**src/rtl/tenbaset_pkg.sv**
```systemverilog
// ============================================================================
//  Module      : tenbaset_pkg
//  Description : Shared types and constants for the 10BASE-T receive and
//                transmit paths.
//  Revision    : 1.0 - initial release
// ============================================================================
`default_nettype none

package tenbaset_pkg;

    typedef enum logic [1:0] {
        ST_IDLE     = 2'd0,
        ST_PREAMBLE = 2'd1,
        ST_DATA     = 2'd2,
        ST_DROP     = 2'd3
    } rx_state_t;

    localparam logic [7:0]  SFD           = 8'hD5;
    localparam logic [7:0]  PREAMBLE_BYTE = 8'h55;
    localparam logic [31:0] CRC_POLY      = 32'h04C11DB7;
    localparam logic [31:0] CRC_INIT      = 32'hFFFFFFFF;
    localparam logic [31:0] CRC_RESIDUE   = 32'hC704DD7B;

    localparam int MIN_FRAME_DEFAULT = 64;
    localparam int MAX_FRAME_DEFAULT = 1518;

    // One byte of CRC-32, data bits consumed LSB first as they arrive on the wire.
    function automatic logic [31:0] crc32_byte(input logic [31:0] crc, input logic [7:0] data);
        logic [31:0] c;
        c = crc;
        for (int i = 0; i < 8; i++) begin
            if (c[31] ^ data[i]) begin
                c = {c[30:0], 1'b0} ^ CRC_POLY;
            end else begin
                c = {c[30:0], 1'b0};
            end
        end
        return c;
    endfunction

endpackage

`default_nettype wire

```
**src/rtl/tenbaset_manchester_dec.sv**
```systemverilog
// ============================================================================
//  Module      : tenbaset_manchester_dec
//  Description : Manchester bit recovery: input synchroniser, mid-bit edge
//                blanking and carrier-loss timeout.
//  Revision    : 1.0 - initial release
// ============================================================================
`default_nettype none

module tenbaset_manchester_dec #(
    parameter int SAMPLES_PER_BIT = 8
) (
    input  logic clk80,
    input  logic rst_n,
    input  logic rd_in,
    output logic bit_data,
    output logic bit_stb,
    output logic carrier
);

    localparam int BLANK   = (SAMPLES_PER_BIT * 3) / 4;
    localparam int TIMEOUT = (SAMPLES_PER_BIT * 3) / 2;
    localparam int CW      = $clog2(TIMEOUT + 1);

    logic          sync_1;
    logic          sync_2;
    logic          line_q;
    logic [CW-1:0] blank_cnt;
    logic [CW-1:0] idle_cnt;
    logic          edge_seen;
    logic          accept;

    assign edge_seen = sync_2 ^ line_q;
    // Bit-boundary edges fall inside the blanking window and are discarded.
    assign accept    = edge_seen && (blank_cnt == '0);

    always_ff @(posedge clk80 or negedge rst_n) begin
        if (!rst_n) begin
            sync_1    <= 1'b0;
            sync_2    <= 1'b0;
            line_q    <= 1'b0;
            blank_cnt <= '0;
            idle_cnt  <= '0;
            bit_data  <= 1'b0;
            bit_stb   <= 1'b0;
            carrier   <= 1'b0;
        end else begin
            sync_1  <= rd_in;
            sync_2  <= sync_1;
            line_q  <= sync_2;
            bit_stb <= accept;
            if (accept) begin
                bit_data  <= sync_2;
                blank_cnt <= CW'(BLANK);
                idle_cnt  <= '0;
                carrier   <= 1'b1;
            end else begin
                if (blank_cnt != '0) begin
                    blank_cnt <= blank_cnt - 1'b1;
                end
                if (carrier) begin
                    if (idle_cnt == CW'(TIMEOUT - 1)) begin
                        carrier <= 1'b0;
                    end
                    idle_cnt <= idle_cnt + 1'b1;
                end
            end
        end
    end

endmodule

`default_nettype wire

```
**src/rtl/tenbaset_rxd.sv**
```systemverilog
// ============================================================================
//  Module      : tenbaset_rxd
//  Description : 10BASE-T receiver: preamble/SFD hunt, byte assembly, length
//                and CRC-32 status. CRC checking is built only when the macro
//                TENBASET_RXD_CRC_EN is defined.
//  Revision    : 1.0 - initial release
// ============================================================================
`default_nettype none

module tenbaset_rxd
    import tenbaset_pkg::*;
#(
    parameter int SAMPLES_PER_BIT = 8,
    parameter int MIN_FRAME       = MIN_FRAME_DEFAULT,
    parameter int MAX_FRAME       = MAX_FRAME_DEFAULT
) (
    input  logic       clk80,
    input  logic       rst_n,
    input  logic       Ethernet_RD,
    output logic [7:0] rx_data,
    output logic       rx_valid,
    output logic       rx_sof,
    output logic       rx_eof,
    output logic       rx_crc_ok,
    output logic       rx_err
);

    localparam logic [10:0] MIN_CNT = 11'(MIN_FRAME);
    localparam logic [10:0] MAX_CNT = 11'(MAX_FRAME);
    localparam logic [10:0] SAT_CNT = 11'h7FF;

    logic        bit_data;
    logic        bit_stb;
    logic        carrier;

    rx_state_t   state;
    logic [14:0] pre_sh;
    logic [4:0]  pre_cnt;
    logic [2:0]  bit_cnt;
    logic [6:0]  byte_sh;
    logic [10:0] byte_cnt;
    logic [15:0] pre_next;
    logic [7:0]  byte_next;
`ifdef TENBASET_RXD_CRC_EN
    logic [31:0] crc;
`endif

    tenbaset_manchester_dec #(
        .SAMPLES_PER_BIT (SAMPLES_PER_BIT)
    ) u_dec (
        .clk80    (clk80),
        .rst_n    (rst_n),
        .rd_in    (Ethernet_RD),
        .bit_data (bit_data),
        .bit_stb  (bit_stb),
        .carrier  (carrier)
    );

    assign pre_next  = {bit_data, pre_sh};
    assign byte_next = {bit_data, byte_sh};

    always_ff @(posedge clk80 or negedge rst_n) begin
        if (!rst_n) begin
            state     <= ST_IDLE;
            pre_sh    <= '0;
            pre_cnt   <= '0;
            bit_cnt   <= '0;
            byte_sh   <= '0;
            byte_cnt  <= '0;
            rx_data   <= '0;
            rx_valid  <= 1'b0;
            rx_sof    <= 1'b0;
            rx_eof    <= 1'b0;
            rx_crc_ok <= 1'b0;
            rx_err    <= 1'b0;
`ifdef TENBASET_RXD_CRC_EN
            crc       <= CRC_INIT;
`endif
        end else begin
            rx_valid  <= 1'b0;
            rx_sof    <= 1'b0;
            rx_eof    <= 1'b0;
            rx_crc_ok <= 1'b0;
            rx_err    <= 1'b0;
            case (state)
                ST_IDLE: begin
                    if (bit_stb) begin
                        state   <= ST_PREAMBLE;
                        pre_sh  <= {bit_data, 14'b0};
                        pre_cnt <= 5'd1;
                    end
                end
                ST_PREAMBLE: begin
                    if (!carrier) begin
                        state <= ST_IDLE;
                    end else if (bit_stb) begin
                        pre_sh <= pre_next[15:1];
                        if (pre_cnt != 5'd16) begin
                            pre_cnt <= pre_cnt + 5'd1;
                        end
                        // Demanding a preamble octet ahead of the SFD keeps a
                        // receiver joining mid-frame from locking onto payload.
                        if (pre_next == {SFD, PREAMBLE_BYTE} && pre_cnt >= 5'd15) begin
                            state    <= ST_DATA;
                            bit_cnt  <= '0;
                            byte_cnt <= '0;
`ifdef TENBASET_RXD_CRC_EN
                            crc      <= CRC_INIT;
`endif
                        end
                    end
                end
                ST_DATA, ST_DROP: begin
                    if (!carrier) begin
                        state  <= ST_IDLE;
                        rx_eof <= 1'b1;
                        rx_err <= (byte_cnt < MIN_CNT) || (byte_cnt > MAX_CNT);
`ifdef TENBASET_RXD_CRC_EN
                        rx_crc_ok <= (crc == CRC_RESIDUE);
`else
                        rx_crc_ok <= 1'b1;
`endif
                    end else if (bit_stb) begin
                        byte_sh <= byte_next[7:1];
                        bit_cnt <= bit_cnt + 3'd1;
                        if (bit_cnt == 3'd7) begin
                            if (byte_cnt != SAT_CNT) begin
                                byte_cnt <= byte_cnt + 11'd1;
                            end
`ifdef TENBASET_RXD_CRC_EN
                            crc <= crc32_byte(crc, byte_next);
`endif
                            if (state == ST_DATA) begin
                                if (byte_cnt >= MAX_CNT) begin
                                    state <= ST_DROP;
                                end else begin
                                    rx_valid <= 1'b1;
                                    rx_data  <= byte_next;
                                    rx_sof   <= (byte_cnt == 11'd0);
                                end
                            end
                        end
                    end
                end
                default: state <= ST_IDLE;
            endcase
        end
    end

endmodule

`default_nettype wire

```
**config.mk**
```make
export PLATFORM = sky130hd
export DESIGN_NAME = tenbaset_rxd
export DESIGN_NICKNAME = d
export VERILOG_FILES = /design/src/rtl/tenbaset_pkg.sv /design/src/rtl/tenbaset_manchester_dec.sv /design/src/rtl/tenbaset_rxd.sv
export SDC_FILE = /design/constraint.sdc
export NUM_CORES = 1
export LEC_CHECK = 0
export BUFFER_PORTS_ARGS = -buffer_cell sky130_fd_sc_hd__buf_4
export CAP_MARGIN = 20
export CELL_PAD_IN_SITES_DETAIL_PLACEMENT = 1
export CELL_PAD_IN_SITES_GLOBAL_PLACEMENT = 2
export CORE_MARGIN = 2
export CORE_UTILIZATION = 33
export CTS_BUF_LIST = sky130_fd_sc_hd__clkbuf_16
export CTS_CLUSTER_SIZE = 10
export DETAILED_ROUTE_END_ITERATION = 10
export GPL_TIMING_DRIVEN = 0
export PLACE_DENSITY = 0.77
export SLEW_MARGIN = 20
export SYNTH_ARGS = -nofsm -noshare
export SYNTH_HDL_FRONTEND = slang
export SYNTH_HIERARCHICAL = 1
export SYNTH_SLANG_ARGS = --single-unit
```
**constraint.sdc**
```tcl
create_clock -name clk80 -period 2.8 [get_ports clk80]
set_input_delay 0.56 -clock clk80 [delete_from_list [all_inputs] [get_ports clk80]]
set_output_delay 0.56 -clock clk80 [all_outputs]
set_load 0.01 [all_outputs]
```
==> flow_summary_export.csv <==
group,metric,value,unit
status,status,"finished clean",
pwr,p_comb_share,13.6,%
pwr,power_density,727.9,mW/mm^2
sta,worst_slack,0.2878,ns
sta,fin_hold_ws,0.3389,ns
worst_setup_path,critPathBufInv,3,
die,dieArea,0.01059,mm^2
die,start_util,33.49,%
cells_and_area,drive_gt1_share,15.22,%
clock_tree,cts_setup_buffers,0,
worst_setup_path,reg2reg_slack,0.29,ns
clock_tree,cts_buffers,9,
route,drt-vias-per-instance,5.222,
worst_setup_path,arrival,2.77,ns
die,fp.dieW,102.9,um
logic_synthesis,synthSimpleGateAreaFrac,20.00,%
placement,dp_cells,440,
worst_setup_path,slowest_stage,"dfrtp_1",
cells_and_area,fin_util,39.55,%
logic_synthesis,synth_edf_count,0,
global_routing,grt_pass1_wl,12620,um
placement,io_buffer_count,15,
sta,max-slew-margin-rel,41.12,%
route,wirelength,7372,um
worst_setup_path,worstPathMaxFanout,10,
global_routing,first_global_vias,2472,
sta,min_period_over_period,89.72,%
pwr,p_leak,1.753,nW
sta,final.setup.tns,0,ns
sta,max_freq,0.3981,GHz
placement,gp_congestion,0.7646,
logic_synthesis,synthXorXnorAreaFrac,1.357,%
sta,final_max_slew_viol_count,0,
route,drc,0,
global_routing,grtUsageTotal,15.63,%
route,num_vias,2376,
pwr,power_switching,0.7350,mW
clock_tree,cts.sinks,69,
worst_setup_path,crit_top_cell,"clkbuf_1",
clock_tree,cts_tree,"done",
die,core,0.009639,mm^2
logic_synthesis,synth_compound_area_share,14.30,%
cells_and_area,n_antenna_cell,0,
clock_tree,hold_buffers,0,
placement,place_ws,0.2558,ns
worst_setup_path,cp-end-kind,"flip-flop",
worst_setup_path,crit_path_cell_trace,"clkbuf_1 > nand2_1 > nor3_1 > clkbuf_1 > clkbuf_1 > a22o_1",
logic_synthesis,synth_seq_area_share,53.49,%
global_routing,grt_max_degree,70,
cells_and_area,fin_area,0.003812,mm^2
sta,fin_skew,0.004707,ns
clock_tree,worstSkewPairLatency,0.32,ns
logic_synthesis,synth_top_family_by_area,"simple AND/OR/NAND/NOR gates",
pwr,ir_worst_vdd,394.2,uV
logic_synthesis,synth_fp_nets,305,
pwr,netSwitchingFraction,26.48,%
route,ant_nets,0,
sta,tightestPinTransition,0.8832,ns
logic_synthesis,synth.avg_cell_area,11.06,um^2
logic_synthesis,synth_cell_types,54,
cells_and_area,fill_cells,1099,
route,firstDrtPassIters,4,
pwr,pwr-share-clk,42.2,%
placement,post-dp-hpwl,4908,um
logic_synthesis,netlist_instances,292,
die,ios,16,
logic_synthesis,ys.warnings.count,6,
die,num_rows,36,
cells_and_area,fin_cells,455,
sta,hold_viol,0,
logic_synthesis,synth_top_flop_cell,"dfrtp_1",
sta,rsz0062_at_grt,"no",
pwr,power.internal,2.040,mW
worst_setup_path,required,3.06,ns
pwr,total_power,2.775,mW
clock_tree,cts_root_buf,"clkbuf_16",
logic_synthesis,syn-cell-area,0.003228,mm^2
cells_and_area,nets,331,
clock_tree,clk_pin_slew,0.05,ns
global_routing,grt_antenna_before_repair,0,
logic_synthesis,synthMuxAreaShare,4.690,%
worst_setup_path,crit_type,"reg2reg",
logic_synthesis,synthArstFlopShare,100.0,%
logic_synthesis,ys_ff_latch,69,
logic_synthesis,synthAdderAreaFrac,3.876,%
job,drv_cap,0,
worst_setup_path,cp-start-kind,"flip-flop",
worst_hold_path,hp-class,"in2async",
pwr,pwr-share-seq,44.2,%
cells_and_area,syn_to_final_growth,18.10,%
placement,place_area,0.003507,mm^2
route,drt-initial-drc-count,75,
die,die_h,102.9,um
sta,finalWorstPathRequiredPeriod,2.512,ns
worst_setup_path,crit_path_max_incr_delay,0.47,ns
route,avgRoutedWirePerCell,16.20,um
clock_tree,cts_resized,0,
clock_tree,cts_max_path_buffers,2,
sta,setup_viol_count_final,0,
clock_tree,h-tree-depth,3,
global_routing,grt_remaining_overflow,0,
worst_setup_path,path_delay_family,"buffers and inverters",
## logic make-up (layout without fill, tap and decap cells)
logic type	count (synthesis)	count (layout)
compound gates	61	61
xor+xnor	5	5
fa+ha+maj	10	10
buf+inv	18	48
flops	69	69
mux	14	14
simple gates	115	115
## synthesized netlist by cell type, types with 2 or more instances
master    number  area share, %
o21ai_0       15            2.3
nand2_1       43            5.0
or4bb_1        2           0.70
mux2_2         9            3.1
mux2i_1        5            1.6
ha_1          10            3.9
nand2b_1       6            1.2
nand4b_1       2           0.54
nor4_1         2           0.39
o211ai_1       4           0.93
xnor2_1        2           0.54
and4_1         3           0.81
nand3b_1       2           0.46
buf_2          2           0.31
xor2_1         3           0.81
and3_1         2           0.39
or4_1          5            1.2
nand3_1        9            1.4
nor3_1         6           0.93
a21oi_1        7            1.1
clkbuf_1       5           0.58
inv_1          9            1.0
dfrtp_1       69             53
nor2_1        12            1.4
o31ai_1        2           0.46
a21o_1         2           0.46
a22o_1        17            4.6
nand4_1       10            1.9
or3_1          2           0.39
## area by class of cell
| type | count | area (um^2) | area share (%) |
|---|---|---|---|
| clock buffer | 9 | 225.2 | 5.907 |
| clock inverter | 6 | 80.08 | 2.100 |
| tap | 133 | 166.4 | 4.365 |
| buffer | 8 | 36.28 | 0.9518 |
| multi-input combinational | 205 | 1428 | 37.45 |
| inverter | 10 | 37.54 | 0.9846 |
| sequential | 69 | 1727 | 45.29 |
| timing repair buffer | 15 | 112.6 | 2.954 |
## registers in the layout, indices dropped and copies added, names as in the netlist, 2 cells and up
register and cells:
u_dec/idle_cnt 4, bit_cnt 3, u_dec/blank_cnt 4, byte_sh 7, pre_sh 15, state 2, byte_cnt 11, pre_cnt 5
rx_data 8
## worst paths after layout
path | startpoint | to | cells after the start
setup reg to reg | u_dec/carrier | pre_sh[6] | 6
min in group clk80 | Ethernet_RD | u_dec/sync_1 | 1
setup / recovery | u_dec/carrier | pre_sh[6] | 6
max in group asynchronous | rst_n | byte_cnt[3] | 1
hold / removal | rst_n | byte_cnt[4] | 1
hold reg to reg | u_dec/sync_1 | u_dec/sync_2 | 0
## layer usage
metal | share of wire, % | track usage (%) | routed length [um] | up-vias
li1 | - | - | - | 1129
met1 | 47 | 20.81 | 3442 | 1224
met2 | 50 | 25.37 | 3699 | 19
met3 | 2.3 | 4.271 | 168 | 4
met4 | 0.84 | 3.947 | 62 | 0
met5 | 0 | 0 | 0 | -
## power groups by stage
stage | logic, mW | registers, mW | clock network [mW]
floorplan | 0.292 | 1.21 | 0
global placement | 0.364 | 1.24 | 0
detailed placement | 0.385 | 1.24 | 0
CTS | 0.389 | 1.23 | 1.20
global route | 0.436 | 1.25 | 1.25
finish | 0.377 | 1.23 | 1.17
## layout by cell type, fill, tap and decap left out, types with 6 or more instances in the layout
master	count
nand2_1	43
nand4_1	10
inv_1	10
a22o_1	17
dfrtp_1	69
a21oi_1	7
nand2b_1	6
clkbuf_16	9
o21ai_0	15
nor2_1	12
mux2_2	9
buf_4	16
nor3_1	6
nand3_1	9
ha_1	10
No activity file was read; power rests on OpenSTA's default activity.
